[src/rtl/seq_arbiter.sv]
// Two-requester round-robin arbiter that owns a WIDTH-bit counter and
// sequences the granted command (clear, load, count N, nop) to completion.
module seq_arbiter #(
  parameter int WIDTH = 16
) (
  input  logic             clk,
  input  logic             reset,
  input  logic             req_a,
  input  logic [1:0]       cmd_a,
  input  logic [WIDTH-1:0] data_a,
  output logic             gnt_a,
  input  logic             req_b,
  input  logic [1:0]       cmd_b,
  input  logic [WIDTH-1:0] data_b,
  output logic             gnt_b,
  output logic             busy,
  output logic             done,
  output logic             done_id,
  output logic [WIDTH-1:0] out
);

  typedef enum logic {IDLE, EXEC} state_t;
  typedef enum logic [1:0] {OP_CLR = 2'b00, OP_LOAD = 2'b01, OP_CNT = 2'b10, OP_NOP = 2'b11} op_t;

  // arg holds the load value, or the remaining step count for COUNT
  typedef struct packed {
    op_t             op;
    logic            id;
    logic [WIDTH-1:0] arg;
  } cmd_t;

  state_t           state, state_d;
  cmd_t             cur, cur_d;
  logic             last_b, last_b_d;
  logic             gnt_a_d, gnt_b_d, done_d, done_id_d;
  logic [WIDTH-1:0] out_d;
  logic             win_b, fin;

  always_ff @(posedge clk or negedge reset) begin
    if (!reset) begin
      state   <= IDLE;
      cur     <= '{op: OP_CLR, id: 1'b0, arg: '0};
      last_b  <= 1'b1;
      gnt_a   <= 1'b0;
      gnt_b   <= 1'b0;
      done    <= 1'b0;
      done_id <= 1'b0;
      out     <= '0;
    end else begin
      state   <= state_d;
      cur     <= cur_d;
      last_b  <= last_b_d;
      gnt_a   <= gnt_a_d;
      gnt_b   <= gnt_b_d;
      done    <= done_d;
      done_id <= done_id_d;
      out     <= out_d;
    end
  end

  always_comb begin
    state_d   = state;
    cur_d     = cur;
    last_b_d  = last_b;
    gnt_a_d   = 1'b0;
    gnt_b_d   = 1'b0;
    done_d    = 1'b0;
    done_id_d = done_id;
    out_d     = out;
    win_b     = 1'b0;
    fin       = 1'b0;
    case (state)
      IDLE: begin
        // the done cycle is a dead cycle for arbitration
        if (!done && (req_a || req_b)) begin
          win_b     = req_b && !(req_a && last_b);
          gnt_a_d   = !win_b;
          gnt_b_d   = win_b;
          cur_d.op  = op_t'(win_b ? cmd_b : cmd_a);
          cur_d.id  = win_b;
          cur_d.arg = win_b ? data_b : data_a;
          last_b_d  = win_b;
          state_d   = EXEC;
        end
      end
      EXEC: begin
        fin = 1'b1;
        case (cur.op)
          OP_CLR:  out_d = '0;
          OP_LOAD: out_d = cur.arg;
          OP_CNT: begin
            if (cur.arg != '0) begin
              out_d     = out + 1'b1;
              cur_d.arg = cur.arg - 1'b1;
              fin       = (cur.arg == WIDTH'(1));
            end
          end
          default: ;
        endcase
        if (fin) begin
          state_d   = IDLE;
          done_d    = 1'b1;
          done_id_d = cur.id;
        end
      end
      default: state_d = IDLE;
    endcase
  end

  assign busy = (state == EXEC);

endmodule

[config.mk]
export PLATFORM = sky130hd
export DESIGN_NAME = seq_arbiter
export DESIGN_NICKNAME = d
export VERILOG_FILES = /design/src/rtl/seq_arbiter.sv
export SDC_FILE = /design/constraint.sdc
export NUM_CORES = 1
export LEC_CHECK = 0
export ABC_CLOCK_PERIOD_IN_PS = 3100
export BUFFER_PORTS_ARGS = -buffer_cell sky130_fd_sc_hd__buf_2
export CAP_MARGIN = 20
export CORE_MARGIN = 4
export CORE_UTILIZATION = 60
export DETAILED_ROUTE_END_ITERATION = 10
export MAX_ROUTING_LAYER = met4
export PLACE_DENSITY = 0.83
export SKIP_CTS_REPAIR_TIMING = 1
export SLEW_MARGIN = 40
export SYNTH_ARGS = -nofsm -noshare
export SYNTH_HDL_FRONTEND = slang
export SYNTH_SLANG_ARGS = --single-unit
[constraint.sdc]
create_clock -name clk -period 3.1 [get_ports clk]
set_clock_uncertainty 0.05 [all_clocks]
set_input_delay 0.31 -clock clk [delete_from_list [all_inputs] [get_ports clk]]
set_output_delay 0.31 -clock clk [all_outputs]
set_load 0.005 [all_outputs]
==> impl_metrics.json, run 1 <==
{
  "clk_latency_ps": 300,
  "grt_usage": 0.294,
  "synth_top_cell_area_share": 0.335,
  "setup-violations-final": 0,
  "port_buffers": 60,
  "p_per_area_nw_per_um2": 991,
  "drcViolationCount": 0,
  "syn-num-nets": 374,
  "grt_max_degree": 42,
  "path_class": "register to register",
  "rsz0062_at_grt": "no",
  "synth-adder-area-share": 0.0251,
  "max-vdd-ir-drop_v": 0.000787,
  "slowest_stage": "dfrtp_1",
  "cts_root_buf": "clkbuf_8",
  "synthMuxAreaShare": 0.0733,
  "reg2reg_setup_slack_ps": 590,
  "placed_cells": 435,
  "worstPathRequired_ps": 3220,
  "slew_viol_final": 0,
  "reg2reg_from": "cur[1]",
  "start_util": 0.625,
  "syn_avg_cell_area_um2": 9.11,
  "num_antenna_cells": 0,
  "core_region_area_um2": 4790,
  "first_pass_iters": 5,
  "synth_top_family_by_area": "compound AO/OA/AOI/OAI gates",
  "overflow": 0,
  "ys_ff_latch": 41,
  "row_count": 25,
  "max-clock-path-buffers": 2,
  "antenna_found_initial": 0,
  "rr_worst_depth": 6,
  "vias": 3089,
  "run_status": "finished clean",
  "htreeDepth": 2,
  "area_growth_pct": 15.6,
  "dp_hpwl_um": 6020,
  "synth_cells": 328,
  "busiest_layer": "met2",
  "tightest_slew_ps": 746,
  "critPathTopFamily": "simple AND/OR/NAND/NOR gates",
  "period_share": 0.811,
  "max_stage_delay_ps": 470,
  "post-synth-top-count-cell": "dfrtp_1",
  "cts_inserted_buffers": 5,
  "ioPinCount": 61,
  "setup_tns_ps": 0,
  "worst_ep_arrival_time_ps": 2630,
  "startpoint_type": "register",
  "nets": 422,
  "yosysUniqueCellTypes": 62,
  "die_area_um2": 6170,
  "synthTopCellsByArea": "dfrtp_1 33%, o211ai_1 5.0%, mux2i_1 4.7%",
  "hold_depth": 2,
  "gp_congestion": 0.909,
  "maxSlewHeadroom": 0.498,
  "drt-initial-drc-count": 304,
  "min_from": "cmd_a[0]",
  "dieHeight_um": 78.6,
  "cp-end-kind": "register",
  "use_met1": 0.378,
  "yosysSeqAreaShare": 0.344,
  "grt_pass1_wl_um": 14200,
  "clk_pin_slew_ps": 80,
  "synthTopCellsByCount": "40 x dfrtp_1, 24 x nand2_1, 21 x nand3_1",
  "cts.sinks": 41,
  "post-route-min-period_ps": 2510,
  "synth-simple-area-share": 0.215,
  "tritoncts": "yes",
  "yosysWarnings": 0,
  "ys.flop_type": "dfrtp_1",
  "synthXorXnorAreaFrac": 0,
  "ant_nets": 0,
  "worst-path-max-fanout": 8,
  "cap_viol_max_count": 0,
  "worst-path-buf-inv": 1,
  "fp.dieW_um": 78.6,
  "use_met3": 0.0459,
  "via_per_inst": 6.96,
  "p_leak_nw": 1.44,
  "hold_viol": 0,
  "grt_pass1_vias": 2960,
  "cp_cell_sequence": "inv_1, ha_1, nor3b_2, and4_1, o21a_1, o221ai_1",
  "syn_area_um2": 2990,
  "drive_gt1_frac": 0.252,
  "yosys.area.top_type": "dfrtp_1",
  "finalNonFillerCells": 444,
  "crit_cells": 6,
  "hp-class": "input port to register",
  "totalWireLength_um": 8550,
  "postSynth.asyncResetShare": 1.00,
  "min_to": "cur[17]",
  "fmax_mhz": 398,
  "r2r_end": "cur[15]",
  "use_met2": 0.473,
  "synth-edff-count": 0,
  "wire_per_inst_um": 19.3,
  "crit_start": "cur[1]",
  "synth_compound_area_frac": 0.291
}
per-stage QoR:
stage	worst slack (ps)	power (W)	instance area (um^2)	hold WS, ps	utilization
global route	435	0.00366	3450	154	0.722
floorplan	1100	0.00234	2990	-35.6	-
detailed placement	685	0.00283	3300	284	0.689
finish	587	0.00342	3450	153	0.722
global placement	820	0.00278	3290	436	0.687
CTS	648	0.00337	3430	-42.1	0.717
how the worst max path moves through the flow:
| stage | slack (ps) | end |
|---|---|---|
| 2_1_floorplan | 1100 | cur[12] |
| 3_3_place_gp | 820 | cur[15] |
| 3_5_place_dp | 680 | cur[15] |
| 4_1_cts | 650 | cur[15] |
| 5_1_grt | 440 | cur[15] |
| 6_report | 590 | cur[15] |
area by class of cell:
cell class | count | area, um^2
multi-input cells | 253 | 1830
fillers | 374 | 1330
flip-flops and latches | 41 | 1030
repair buffers | 64 | 335
well taps | 67 | 83.8
clock buffers | 5 | 68.8
clock inverters | 3 | 65.1
inverters | 11 | 41.3
cell usage in the layout (no fill, tap or decap), types with 3 or more instances in the layout:
cell type,instances
buf_4,4
a22oi_1,7
o22ai_1,4
ha_1,6
a32oi_1,3
o31ai_1,3
nor2_1,15
nor3_1,5
clkbuf_8,5
buf_2,59
or3_1,3
o41ai_1,5
nand2b_1,4
o22a_1,4
nor2b_1,3
a22o_1,12
nand4_1,7
o2bb2ai_1,4
nand3_1,21
or4_1,7
nor4_1,9
o221ai_1,7
dfrtp_1,40
nor4_2,3
a21o_1,4
o21ai_0,14
o211ai_1,20
inv_1,11
mux2_2,7
mux2i_1,14
nand2_1,24
a31oi_1,3
and2_1,3
per-layer routing:
layer	wire length [um]	vias to the layer above
li1	-	1397
met1	3530	1494
met2	4160	181
met3	725	17
met4	131	0
met5	0	-
registers in the layout, indices dropped and copies added (netlist names):
register  cells
busy          1
cur          19
done          1
done_id       1
gnt_a         1
gnt_b         1
last_b        1
out          16
power by group:
| group | internal [W] | leakage, nW | total, W | switching (W) |
|---|---|---|---|---|
| clock network | 0.000320 | 0.0681 | 0.000519 | 0.000199 |
| logic | 0.000726 | 0.855 | 0.00168 | 0.000949 |
| registers | 0.000780 | 0.518 | 0.00123 | 0.000450 |
cell families (layout without fill, tap and decap cells):
| group | count (synthesis) | count (layout) |
|---|---|---|
| buf+inv | 34 | 83 |
| simple gates | 115 | 115 |
| compound gates | 111 | 111 |
| mux | 21 | 21 |
| fa+ha+maj | 6 | 6 |
| flops | 41 | 41 |
Power figures use the tool's default switching activity.
==> run 2, diff against run 1 <==
--- a/config.mk
+++ b/config.mk
@@ -5,14 +5,14 @@
 export SDC_FILE = /design/constraint.sdc
 export NUM_CORES = 1
 export LEC_CHECK = 0
-export ABC_CLOCK_PERIOD_IN_PS = 3100
+export ABC_CLOCK_PERIOD_IN_PS = 2430
 export BUFFER_PORTS_ARGS = -buffer_cell sky130_fd_sc_hd__buf_2
 export CAP_MARGIN = 20
 export CORE_MARGIN = 4
-export CORE_UTILIZATION = 60
+export CORE_UTILIZATION = 56
 export DETAILED_ROUTE_END_ITERATION = 10
 export MAX_ROUTING_LAYER = met4
-export PLACE_DENSITY = 0.83
+export PLACE_DENSITY = 0.78
 export SKIP_CTS_REPAIR_TIMING = 1
 export SLEW_MARGIN = 40
 export SYNTH_ARGS = -nofsm -noshare
==> constraint.sdc (replaced) <==
create_clock -name clk -period 2.43 [get_ports clk]
set_clock_uncertainty 0.05 [all_clocks]
set_input_delay 0.243 -clock clk [delete_from_list [all_inputs] [get_ports clk]]
set_output_delay 0.243 -clock clk [all_outputs]
set_load 0.005 [all_outputs]
==> run 2 against run 1 <==
Effect of this change:
- die area grew 6.4%
- largest power group unchanged
- global-route usage grew 0.39 points
- register-to-register slack lost 390 ps
- worst hold slack lost 67 ps
- critical endpoint unchanged
- via count grew 2.6%
==> impl_metrics.json, run 2 (synthesis gave the netlist of run 1 again) <==
{
  "run_status": "finished clean",
  "finalPower_w": 0.00452,
  "dieHeight_um": 81.1,
  "ff_latch_area_um2": 1030,
  "m1WireLength_um": 3620,
  "multiInputGateArea_um2": 1810,
  "wl_met3_um": 910,
  "row_count": 26,
  "wire_per_inst_um": 19.7,
  "clkPwrFrac": 0.131,
  "switching_share": 0.468,
  "cts.sinks": 41,
  "grt_pass1_wl_um": 14700,
  "drt-initial-drc-count": 315,
  "vias": 3170,
  "overflow": 0,
  "cp_cell_sequence": "inv_1, ha_1, nor3b_2, and4_1, o21a_1, o221ai_1",
  "fmax_mhz": 447,
  "worstPathRequired_ps": 2550,
  "n_fill_cell": 449,
  "path_class": "register to register",
  "fin_ws_ps": 193,
  "maxUsedRoutingLayer": "met4",
  "crit_cells": 6,
  "area_growth_pct": 19.3,
  "grt_pass1_vias": 2999,
  "largest_register_ffs": 19,
  "hp-class": "input port to register",
  "grt_usage": 0.298,
  "rsz0062_at_grt": "no",
  "dp_hpwl_um": 6540,
  "totalWireLength_um": 9160,
  "hold_depth": 2,
  "setup-violations-final": 0,
  "drcViolationCount": 0,
  "ioPinCount": 61,
  "met2_length_um": 4290,
  "tightest_slew_ps": 725,
  "pwr-share-comb": 0.546,
  "worst-path-max-fanout": 10,
  "max-vdd-ir-drop_v": 0.00126,
  "gp_congestion": 1.02,
  "worst-path-buf-inv": 1,
  "internal_power_w": 0.00241,
  "grt_max_degree": 44,
  "slew_viol_final": 0,
  "max_stage_delay_ps": 500,
  "hold_viol": 0,
  "die_area_um2": 6570,
  "cap_viol_max_count": 0,
  "mostFrequentLayoutCell": "buf_2",
  "seq_power_share": 0.323,
  "critPathTopFamily": "simple AND/OR/NAND/NOR gates",
  "regMostFlops": "cur",
  "via_per_inst": 6.80,
  "first_pass_iters": 5,
  "worst_ep_arrival_time_ps": 2360,
  "start_util": 0.582,
  "core_region_area_um2": 5140,
  "rr_worst_depth": 6,
  "max-clock-path-buffers": 2,
  "slowest_stage": "dfrtp_1",
  "nets": 441,
  "power_switching_w": 0.00212,
  "tritoncts": "yes",
  "port_buffers": 60,
  "placed_area_um2": 3430,
  "startpoint_type": "register",
  "cts_inserted_buffers": 5,
  "p_leak_nw": 1.52,
  "antenna_found_initial": 0,
  "clk_pin_slew_ps": 90,
  "ant_nets": 0,
  "fin_area_um2": 3560,
  "place_ws_ps": 262,
  "period_share": 0.921,
  "clk_latency_ps": 300,
  "drive_gt1_frac": 0.280,
  "cp-end-kind": "register",
  "fp.dieW_um": 81.1,
  "p_per_area_nw_per_um2": 1270,
  "setup_tns_ps": 0,
  "htreeDepth": 2,
  "top_regs": "cur (19), out (16)",
  "layout_common_cells": "59 x buf_2, 40 x dfrtp_1, 24 x nand2_1",
  "maxSlewHeadroom": 0.517,
  "num_antenna_cells": 0,
  "post-route-min-period_ps": 2240,
  "cts_root_buf": "clkbuf_8"
}
## run 2: metal layers
metal,GRT usage,up-vias
li1,-,1435
met1,0.379,1475
met2,0.456,215
met3,0.0543,45
met4,0.150,0
met5,-,-
## run 2: path summary, 6_finish.rpt
path | from | endpoint | slack, ps
setup / recovery | cur[0] | cur[15] | 190
hold / removal | cmd_a[0] | cur[17] | 90
setup reg to reg | cur[0] | cur[15] | 190
hold reg to reg | last_b | last_b | 470
max in group asynchronous | reset | last_b | 1550
min in group asynchronous | reset | gnt_a | 410
## run 2: cell type report
class / instances / area share
clock inverters: 2 / 0.0105
well taps: 70 / 0.0246
multi-input cells: 253 / 0.508
repair buffers: 83 / 0.134
clock buffers: 6 / 0.0232
flip-flops and latches: 41 / 0.288
inverters: 11 / 0.0116
## run 2: stage by stage
| step | util | hold WS [ps] | cells |
|---|---|---|---|
| after floorplan | - | -103 | 328 |
| after global placement | 0.668 | 385 | 457 |
| after detailed placement | 0.668 | 211 | 457 |
| after CTS | 0.692 | -112 | 465 |
| after global routing | 0.694 | 93.6 | 466 |
| final | 0.694 | 86.3 | 466 |
## run 2: power by group through the flow
| stage | combinational (W) | sequential (W) | clock (W) |
|---|---|---|---|
| 6_report | 0.00247 | 0.00146 | 0.000591 |
| 5_1_grt | 0.00269 | 0.00150 | 0.000625 |
| 4_1_cts | 0.00242 | 0.00144 | 0.000590 |
| 3_5_place_dp | 0.00241 | 0.00145 | 0 |
| 3_3_place_gp | 0.00237 | 0.00144 | 0 |
| 2_1_floorplan | 0.00166 | 0.00132 | 0 |
==> run 3, diff against run 2 <==
--- a/config.mk
+++ b/config.mk
@@ -6,13 +6,13 @@
 export NUM_CORES = 1
 export LEC_CHECK = 0
 export ABC_CLOCK_PERIOD_IN_PS = 2430
-export BUFFER_PORTS_ARGS = -buffer_cell sky130_fd_sc_hd__buf_2
 export CAP_MARGIN = 20
 export CORE_MARGIN = 4
-export CORE_UTILIZATION = 56
+export CORE_UTILIZATION = 60
 export DETAILED_ROUTE_END_ITERATION = 10
+export DONT_BUFFER_PORTS = 1
 export MAX_ROUTING_LAYER = met4
-export PLACE_DENSITY = 0.78
+export PLACE_DENSITY = 0.73
 export SKIP_CTS_REPAIR_TIMING = 1
 export SLEW_MARGIN = 40
 export SYNTH_ARGS = -nofsm -noshare
==> run 3 against run 2 <==
Effect of this change:
- clock power is 23% lower
- non-clock buffer count is 63 lower
- sequential share of layout area is 3.0 points higher
- combinational power is 8.5% lower
- critical path depth stayed put
- wire length is 4.7% lower
- cell count is 14% lower
- total power is 7.1% lower
- maximum frequency is 1.1% lower
- register-to-register slack worse by 30 ps
- die area is 6.0% lower
- cell area is 9.5% lower
- largest cell class unchanged
- largest power group unchanged
==> impl_metrics.json, run 3 (synthesis gave the netlist of run 1 again) <==
{
  "startpoint_type": "register",
  "grt_pass1_vias": 2699,
  "tightest_slew_ps": 784,
  "antenna_found_initial": 0,
  "core_region_area_um2": 4790,
  "mostFrequentLayoutCell": "dfrtp_1",
  "dp_hpwl_um": 6380,
  "overflow": 0,
  "area_growth_pct": 7.91,
  "ff_latch_area_um2": 1030,
  "clk_pin_slew_ps": 80,
  "largest_register_ffs": 19,
  "regMostFlops": "cur",
  "vias": 2949,
  "tritoncts": "yes",
  "row_count": 25,
  "cts.sinks": 41,
  "hp-class": "input port to register",
  "switching_share": 0.483,
  "layout_common_cells": "40 x dfrtp_1, 24 x nand2_1, 21 x nand3_1",
  "setup-violations-final": 0,
  "ioPinCount": 61,
  "top_regs": "cur (19), out (16)",
  "die_area_um2": 6170,
  "clkPwrFrac": 0.108,
  "slew_viol_final": 0,
  "ant_nets": 0,
  "finalNonFillerCells": 399,
  "path_class": "register to register",
  "cap_viol_max_count": 0,
  "via_per_inst": 7.39,
  "fp.dieW_um": 78.6,
  "grt_usage": 0.295,
  "run_status": "finished clean",
  "place_ws_ps": 160,
  "htreeDepth": 2,
  "cp-end-kind": "register",
  "totalWireLength_um": 8730,
  "num_antenna_cells": 0,
  "multiInputGateArea_um2": 1810,
  "worst-path-max-fanout": 8,
  "gp_congestion": 0.915,
  "period_share": 0.931,
  "cts_inserted_buffers": 5,
  "grt_max_degree": 42,
  "port_buffers": 0,
  "fin_ws_ps": 168,
  "hold_viol": 0,
  "maxSlewHeadroom": 0.477,
  "nets": 378,
  "seq_power_share": 0.353,
  "max-clock-path-buffers": 2,
  "setup_tns_ps": 0,
  "wire_per_inst_um": 21.9,
  "rsz0062_at_grt": "no",
  "dieHeight_um": 78.6,
  "grt_pass1_wl_um": 14100,
  "internal_power_w": 0.00217,
  "max-vdd-ir-drop_v": 0.000810,
  "p_leak_nw": 1.23,
  "post-route-min-period_ps": 2260,
  "drive_gt1_frac": 0.145,
  "reg2reg_setup_slack_ps": 170,
  "power_switching_w": 0.00203,
  "n_fill_cell": 421,
  "worst_ep_arrival_time_ps": 2350,
  "worstPathRequired_ps": 2520,
  "first_pass_iters": 5,
  "fmax_mhz": 442,
  "start_util": 0.625,
  "clk_latency_ps": 290,
  "drcViolationCount": 0,
  "pwr-share-comb": 0.538,
  "placed_cells": 390,
  "cts_root_buf": "clkbuf_8",
  "drt-initial-drc-count": 362,
  "p_per_area_nw_per_um2": 1300
}
run 3: cell types whose count changed in the layout (fill, tap and decap cells not counted), sizes merged:
| cell | before | now |
|---|---|---|
| buf | 82 | 19 |
| clkbuf | 6 | 7 |
| clkinvlp | 1 | 0 |
| bufinv | 1 | 0 |
run 3: area by class of cell:
type	instances	share of cell area
Clock buffer	7	0.0268
Inverter	11	0.0128
Tap cell	67	0.0260
Timing Repair Buffer	20	0.0535
Multi-Input combinational cell	253	0.562
Sequential cell	41	0.318
run 3: per-layer routing:
layer  routed length [um]  up-vias  track usage
met5                    0        -            -
met4                  242        0        0.103
met3                  865       30       0.0677
met2                 3930      194        0.419
met1                 3690     1416        0.413
li1                     -     1309            -
run 3: path summary, 6_finish.rpt:
| kind | start | to | cells after the start |
|---|---|---|---|
| max | cur[1] | cur[11] | 6 |
| min | cmd_a[0] | cur[17] | 1 |
| max reg2reg | cur[1] | cur[11] | 6 |
| min reg2reg | cur[16] | cur[16] | 1 |
| max in group asynchronous | reset | last_b | 2 |
| min in group asynchronous | reset | cur[9] | 2 |
run 3: power by group through the flow:
| stage | logic [W] | registers [W] | clock network, W |
|---|---|---|---|
| 6_report | 0.00226 | 0.00148 | 0.000455 |
| 5_1_grt | 0.00246 | 0.00153 | 0.000493 |
| 4_1_cts | 0.00219 | 0.00147 | 0.000460 |
| 3_5_place_dp | 0.00218 | 0.00149 | 0 |
| 3_3_place_gp | 0.00215 | 0.00147 | 0 |
| 2_1_floorplan | 0.00166 | 0.00132 | 0 |
run 3: critical path, stage by stage (launching register included):
cell	delay, ps
dfrtp_1	460
inv_1	130
ha_1	290
nor3b_2	230
and4_2	380
o21a_1	360
o211ai_1	210
run 3: metrics by stage:
stage | total power, W | cell area [um^2] | hold slack [ps] | util
4_1_cts | 0.00412 | 3180 | -417 | 0.665
3_3_place_gp | 0.00362 | 3100 | -101 | 0.647
6_report | 0.00420 | 3230 | 16.0 | 0.674
3_5_place_dp | 0.00366 | 3100 | -101 | 0.647
5_1_grt | 0.00448 | 3230 | 0.271 | 0.674
2_1_floorplan | 0.00298 | 2990 | -103 | -
